<file path="config.mk">
export PLATFORM = sky130hd
export DESIGN_NAME = bin_to_bcd_seq
export DESIGN_NICKNAME = d
export VERILOG_FILES = /design/src/rtl/bin_to_bcd_seq.sv
export SDC_FILE = /design/constraint.sdc
export NUM_CORES = 1
export LEC_CHECK = 0
export CORE_MARGIN = 2
export CORE_UTILIZATION = 25
export CTS_CLUSTER_SIZE = 14
export DETAILED_ROUTE_END_ITERATION = 16
export GPL_TIMING_DRIVEN = 0
export SYNTH_ARGS = -nofsm -noshare
export SYNTH_HDL_FRONTEND = slang
export SYNTH_SLANG_ARGS = --single-unit
</file>
<file path="constraint.sdc">
create_clock -name clk -period 1.9 [get_ports clk]
set_clock_uncertainty 0.1 [all_clocks]
set_input_delay 0.19 -clock clk [delete_from_list [all_inputs] [get_ports clk]]
set_output_delay 0.19 -clock clk [all_outputs]
set_load 0.01 [all_outputs]
</file>
<file path="src/rtl/bin_to_bcd_seq.sv">
// Sequential 14-bit binary to 4-digit packed BCD converter (shift-and-add-3).
// One iteration per clock under a start/done handshake. The registered result saturates to 9999.
module bin_to_bcd_seq (
    input  logic        clk,
    input  logic        rst_n,
    input  logic        start,
    input  logic [13:0] bin_in,
    output logic [15:0] bcd_out,
    output logic        busy,
    output logic        done,
    output logic        overflow
);

    typedef enum logic {
        IDLE  = 1'b0,
        SHIFT = 1'b1
    } state_t;

    state_t      state_q, state_d;
    logic [29:0] shift_q, shift_d;
    logic [3:0]  cnt_q, cnt_d;
    logic        ovf_cap_q, ovf_cap_d;
    logic [15:0] bcd_out_q, bcd_out_d;
    logic        overflow_q, overflow_d;
    logic        done_q, done_d;

    logic [15:0] adj;
    logic [29:0] shifted;

    // Add 3 to every BCD digit that is 5 or more before the shift.
    generate
        for (genvar gi = 0; gi < 4; gi++) begin : g_nibble
            assign adj[gi*4 +: 4] = (shift_q[14 + gi*4 +: 4] >= 4'd5)
                                  ? shift_q[14 + gi*4 +: 4] + 4'd3
                                  : shift_q[14 + gi*4 +: 4];
        end
    endgenerate

    assign shifted = {adj[14:0], shift_q[13:0], 1'b0};

    always_comb begin
        state_d    = state_q;
        shift_d    = shift_q;
        cnt_d      = cnt_q;
        ovf_cap_d  = ovf_cap_q;
        bcd_out_d  = bcd_out_q;
        overflow_d = overflow_q;
        done_d     = 1'b0;
        case (state_q)
            IDLE: begin
                if (start) begin
                    shift_d   = {16'h0000, bin_in};
                    cnt_d     = 4'd0;
                    ovf_cap_d = (bin_in > 14'd9999);
                    state_d   = SHIFT;
                end
            end
            SHIFT: begin
                shift_d = shifted;
                cnt_d   = cnt_q + 4'd1;
                if (cnt_q == 4'd13) begin
                    // A carry out of the thousands digit can only come from an out-of-range value.
                    bcd_out_d  = (ovf_cap_q || adj[15]) ? 16'h9999 : shifted[29:14];
                    overflow_d = ovf_cap_q;
                    done_d     = 1'b1;
                    state_d    = IDLE;
                end
            end
            default: state_d = IDLE;
        endcase
    end

    always_ff @(posedge clk or negedge rst_n) begin
        if (!rst_n) begin
            state_q    <= IDLE;
            shift_q    <= '0;
            cnt_q      <= '0;
            ovf_cap_q  <= 1'b0;
            bcd_out_q  <= '0;
            overflow_q <= 1'b0;
            done_q     <= 1'b0;
        end else begin
            state_q    <= state_d;
            shift_q    <= shift_d;
            cnt_q      <= cnt_d;
            ovf_cap_q  <= ovf_cap_d;
            bcd_out_q  <= bcd_out_d;
            overflow_q <= overflow_d;
            done_q     <= done_d;
        end
    end

    assign bcd_out  = bcd_out_q;
    assign overflow = overflow_q;
    assign done     = done_q;
    assign busy     = (state_q == SHIFT);

endmodule
</file>
==> metrics.cfg, run 1 <==
[setup_path]
rr_worst_depth=6
crit_fanout=4
worstPathArrival_ns=1.91
crit_type=reg2reg
critPathRequiredTime_ns=2.03
r2r-end=bcd_out[10]
endpoint_kind=register
r2r_slack_ns=0.12
crit_path_start_kind=register
timing.rr.start=shift_q[22]

[floorplan]
die-height_um=108
ios=36
start_util=0.259
die_area_sq_mm=0.0116
die_x_um=108
rows=37
core_area_sq_mm=0.0104

[timing]
fin_crit_sh=0.937
layout_min_cycle_time_ns=1.78
finalMaxSlewViolations=0
max_freq_ghz=0.562
rsz0062_at_grt=false
final-hold-violation-count=0
setup_viol=0
finalSetupTns_ns=0
fin_hold_ws_ns=0.154
worst_pin_slew_ns=0.442
max-slew-margin-rel=0.705

[clock_tree]
cts_buffers=5
numClockSinks=54
htreeDepth=2
clk_latency_ns=0.31
clock_tree.buffer_depth=2
cts_tree=built
postCtsSetupBuffers=0
root_buffer=clkbuf_8
clk_pin_slew_ns=0.11

[route]
via_count=1984
vias_per_cell=4.54
ant_nets=0
firstDrtPassIters=6
drc=0
wl_per_cell_um=13.6
drtIter0Drc=38
finalWirelength_mm=5.94

[yosys]
synth_flop_cell=dfrtp_1
synth_seq_cells=54
syn_area_sq_mm=0.00270
syn_nets=284
yosysSeqAreaShare=0.500
ys_warn_count=0
synth_cells=257
synth_cell_type_count=33
synthArstFlopShare=1.00
syn_avg_cell_area_sq_um=10.5
synth_edf_count=0

[place]
gp_congestion=0.769
numPortBuffers=34
post-place-cells=428
dpl.hpwl_mm=4.30

[pwr]
pwr-share-seq=0.372
power.share.combinational=0.456
p_switching_uw=2130
p_int_uw=3470
p_leak_uw=0.00155
power_density_mw_per_mm2=1650
sw_frac_of_total=0.380
ir_drop_uv=542
clkPwrFrac=0.172

[cells_and_area]
nets=327
layout-drive-gt1-share=0.110
antenna_cells=0
fin_cells=437
final_common_cell=dfrtp_1
mostFrequentLayoutCells=53 x dfrtp_1, 33 x clkdlybuf4s50_1, 29 x mux2i_1
syn2layout_area_growth_pct=26.0

[worst_hold_path]
min_path_type=in2reg
whs_endpoint=shift_q[29]
hold_start=start
hold_depth=3

[run_status]
outcome=finished, final reports clean

[grt]
grt_overflow=0
grt_pass1_wl_mm=9.94
grt_pass1_vias=2007
track_usage=0.108
antenna_found_initial=0
grt_max_degree=39

[run]
maxCapViolCount=0

[cell families after synthesis]
kind of cell	synth area share
AND/OR/NAND/NOR	0.145
adder cells (fa/ha/maj)	0.0463
flip-flops	0.500
buffers and inverters	0.0422
XOR/XNOR	0.0195
multiplexers	0.120
AO/OA/AOI/OAI	0.127
[cells in the mapped netlist (3+ instances only)]
| cell | count | area share |
|---|---|---|
| o31ai_1 | 9 | 0.025 |
| ha_1 | 10 | 0.046 |
| nor3b_1 | 8 | 0.022 |
| buf_2 | 7 | 0.013 |
| nand2_1 | 26 | 0.036 |
| a21oi_1 | 12 | 0.022 |
| dfrtp_1 | 54 | 0.50 |
| mux2i_1 | 29 | 0.11 |
| xnor2_1 | 5 | 0.016 |
| inv_1 | 10 | 0.014 |
| a31oi_1 | 7 | 0.016 |
| nand2b_1 | 20 | 0.046 |
| mux2_2 | 3 | 0.013 |
| o21ai_0 | 18 | 0.033 |
| clkbuf_1 | 4 | 0.0056 |
| nor2_1 | 13 | 0.018 |
[power by group through the flow]
stage / Combinational, uW / Sequential (uW) / Clock, uW
final: 2550 / 2080 / 965
after global placement: 2470 / 2070 / 0
after floorplan: 1650 / 2060 / 0
after CTS: 2560 / 2070 / 973
after detailed placement: 2530 / 2090 / 0
after global routing: 2890 / 2150 / 1020
[stage by stage]
stage          total power, uW  worst slack [ns]  utilization  cell area (sq um)
3_3_place_gp              4540             -1.19        0.308               3210
6_report                  5600             0.120        0.327               3400
5_1_grt                   6060           0.00399        0.327               3400
4_1_cts                   5610            0.0596        0.325               3390
3_5_place_dp              4620            0.0342        0.310               3230
2_1_floorplan             3710             0.221            -               2700
[sequential cells by signal, summed over array words and instances (netlist names)]
name and count:
overflow 1, ovf_cap_q 1, bcd_out 16, shift_q 30
busy 1, cnt_q 4, done 1
[worst max-delay path, stage by stage, from the launching register on]
cell and delay (ns):
dfrtp_1 0.43, inv_1 0.10, ha_1 0.21, nand2b_1 0.10
a21oi_2 0.19, mux2_2 0.37, o31ai_1 0.22
[worst max-delay path by stage]
stage                startpoint           to  slack (ns)  cells past startpoint
floorplan           shift_q[22]  bcd_out[10]        0.22                      6
global placement          rst_n   bcd_out[5]       -1.19                      1
detailed placement  shift_q[26]   bcd_out[6]        0.03                      6
CTS                 shift_q[26]  bcd_out[13]        0.06                      7
global route        shift_q[22]  bcd_out[10]       0.004                      6
finish              shift_q[22]  bcd_out[10]        0.12                      6
[timing repair]
item | CTS | global route
setup endpoints to repair | 1 | 5
endpoints found under the hold margin | 16 | 0
gates cloned | 0 | 0
gates resized for setup | 1 | 5
hold buffers | 1 | 0
[cell type report]
type	instances	area, sq um
Clock buffer	6	82.6
Buffer	14	76.3
Timing Repair Buffer	36	365
Tap cell	136	170
Clock inverter	2	60.1
Inverter	10	37.5
Fill cell	1067	7010
Multi-Input combinational cell	179	1260
Sequential cell	54	1350
[layer usage]
layer  up-vias  track usage  wire [um]
met5         -            0          0
met3         5       0.0266        268
li1        978            -          -
met2        41        0.177       2640
met4         0       0.0220         38
met1       960        0.146       3000
(Power assumes the default switching activity.)
==> run 2: changes to the inputs <==
Settings changed: ABC_AREA set to 0.
==> results of run 2 <==
Final layout, timing and power as in run 1 (identical DEF).
==> run 3: changes to the inputs <==
--- a/config.mk
+++ b/config.mk
@@ -12,4 +12,5 @@
 export DETAILED_ROUTE_END_ITERATION = 16
 export GPL_TIMING_DRIVEN = 0
+export PLACE_DENSITY = 0.52
 export SYNTH_ARGS = -nofsm -noshare
 export SYNTH_HDL_FRONTEND = slang
==> constraint.sdc (replaced) <==
create_clock -name clk -period 1.9 [get_ports clk]
set_clock_uncertainty 0.1 [all_clocks]
set_input_delay 0.19 -clock clk [delete_from_list [all_inputs] [get_ports clk]]
set_output_delay 0.19 -clock clk [all_outputs]
set_load 0.05 [all_outputs]
==> metrics.cfg, run 3 (synthesis results as in run 1) <==
[setup_path]
crit_chain=clkdlybuf4s50_1
slowest_delay_ns=0.82
cp.depth=1
timing.rr.start=shift_q[27]
crit_path_start_kind=register
cpMaxStageDelayCell=clkdlybuf4s50_1
endpoint_kind=output pin
crit_type=reg2out
cp_num_buf_inv=1
r2r_slack_ns=0.12
crit_fanout=2
rr_worst_depth=7
worstPathArrival_ns=1.52
r2r-end=bcd_out[14]
critPathRequiredTime_ns=1.61
crit_family=buffers and inverters

[route]
via_count=1981
firstDrtPassIters=4
vias_per_cell=4.53
drc=0
wl_per_cell_um=13.9
drtIter0Drc=29
finalWirelength_mm=6.08
ant_nets=0

[place]
post-place-cells=428
numPortBuffers=34
gp_congestion=0.753
dpl.hpwl_mm=4.28
post-place-ws_ns=0.00592

[floorplan]
ios=36
rows=37
die_area_sq_mm=0.0116
start_util=0.259
die-height_um=108
die_x_um=108
core_area_sq_mm=0.0104

[cells_and_area]
nets=328
fin_cells=437
syn2layout_area_growth_pct=24.1
largest_register_ffs=30
antenna_cells=0
final_common_cell=dfrtp_1
mostFrequentLayoutCells=53 x dfrtp_1, 33 x clkdlybuf4s50_1, 29 x mux2i_1
layout-drive-gt1-share=0.116
final_core_util=0.322
regMostFlops=shift_q

[pwr]
p_leak_uw=0.00153
ir_drop_uv=748
power_density_mw_per_mm2=1740

[clock_tree]
htreeDepth=2
cts_buffers=5
cts_tree=built
clk_pin_slew_ns=0.10
clock_tree.buffer_depth=2
root_buffer=clkbuf_8
clk_latency_ns=0.31
numClockSinks=54

[grt]
busiest_layer=met2
grt_pass1_vias=2076
use_met1=0.155
grt_max_degree=31
grt_pass1_wl_mm=10.3
track_usage=0.113
grt_use_met3=0.0272
grt_overflow=0
antenna_found_initial=0
use_met2=0.181

[timing]
rsz0062_at_grt=false
final-hold-violation-count=0
max_freq_ghz=0.552
fin_crit_sh=0.954
finalSetupTns_ns=0
fin_hold_ws_ns=0.140
worst_pin_slew_ns=0.647
layout_min_cycle_time_ns=1.81
setup_viol=0
worst_slack_ns=0.0877
finalMaxSlewViolations=0
max-slew-margin-rel=0.569

[worst_hold_path]
whs_endpoint=ovf_cap_q
hold_start=start
min_path_type=in2reg
hold_depth=3

[run]
maxCapViolCount=0

[run_status]
outcome=finished, final reports clean

run 3: cell types whose count changed in the layout (fill, tap and decap cells not counted), sizes merged:
| cell | delta |
|---|---|
| clkbuf | -1 |
| clkinv | +2 |
| bufinv | -2 |
| buf | +1 |
run 3: how the worst max path moves through the flow:
| stage | start | to | slack, ns |
|---|---|---|---|
| after detailed placement | shift_q[26] | bcd_out[1] | 0.006 |
| after CTS | shift_q[22] | bcd_out[10] | 0.06 |
| after floorplan | shift_q[22] | bcd_out[10] | 0.22 |
| after global placement | rst_n | bcd_out[5] | -1.27 |
| after global routing | shift_q[14] | bcd_out[2] | 0.01 |
| final | overflow | overflow | 0.09 |
run 3: repair_timing:
action                                  4_1_cts  5_1_grt
endpoints found under the setup margin        5        5
pin swaps                                     0        1
endpoints found under the hold margin        24        0
buffers inserted                              0        1
resized for setup                             1        7
gates cloned                                  0        0
hold buffers                                  1        0
run 3: layer usage:
| metal | routed length [um] | vias to the layer above |
|---|---|---|
| met5 | 0 | - |
| met4 | 44 | 0 |
| met3 | 341 | 5 |
| met2 | 2720 | 46 |
| met1 | 2980 | 962 |
| li1 | - | 968 |
run 3: final cells by class:
type | count | area [sq um]
multi-input cells | 179 | 1260
plain buffers | 14 | 76.3
fillers | 1077 | 7070
clock buffers | 5 | 68.8
repair buffers | 37 | 373
well taps | 136 | 170
flip-flops and latches | 54 | 1350
inverters | 10 | 37.5
clock inverters | 2 | 10.0
run 3: stage by stage:
step	power, uW	cell area (sq um)
floorplan	4240	2700
global placement	5100	3210
detailed placement	5160	3230
CTS	5850	3320
global route	6330	3350
finish	5820	3350
run 3: report_power, final:
part	leakage, uW	total, uW	internal, uW	switching (uW)
Clock	0.0000438	627	249	378
Sequential	0.000676	2060	1650	405
Combinational	0.000807	3130	1270	1860
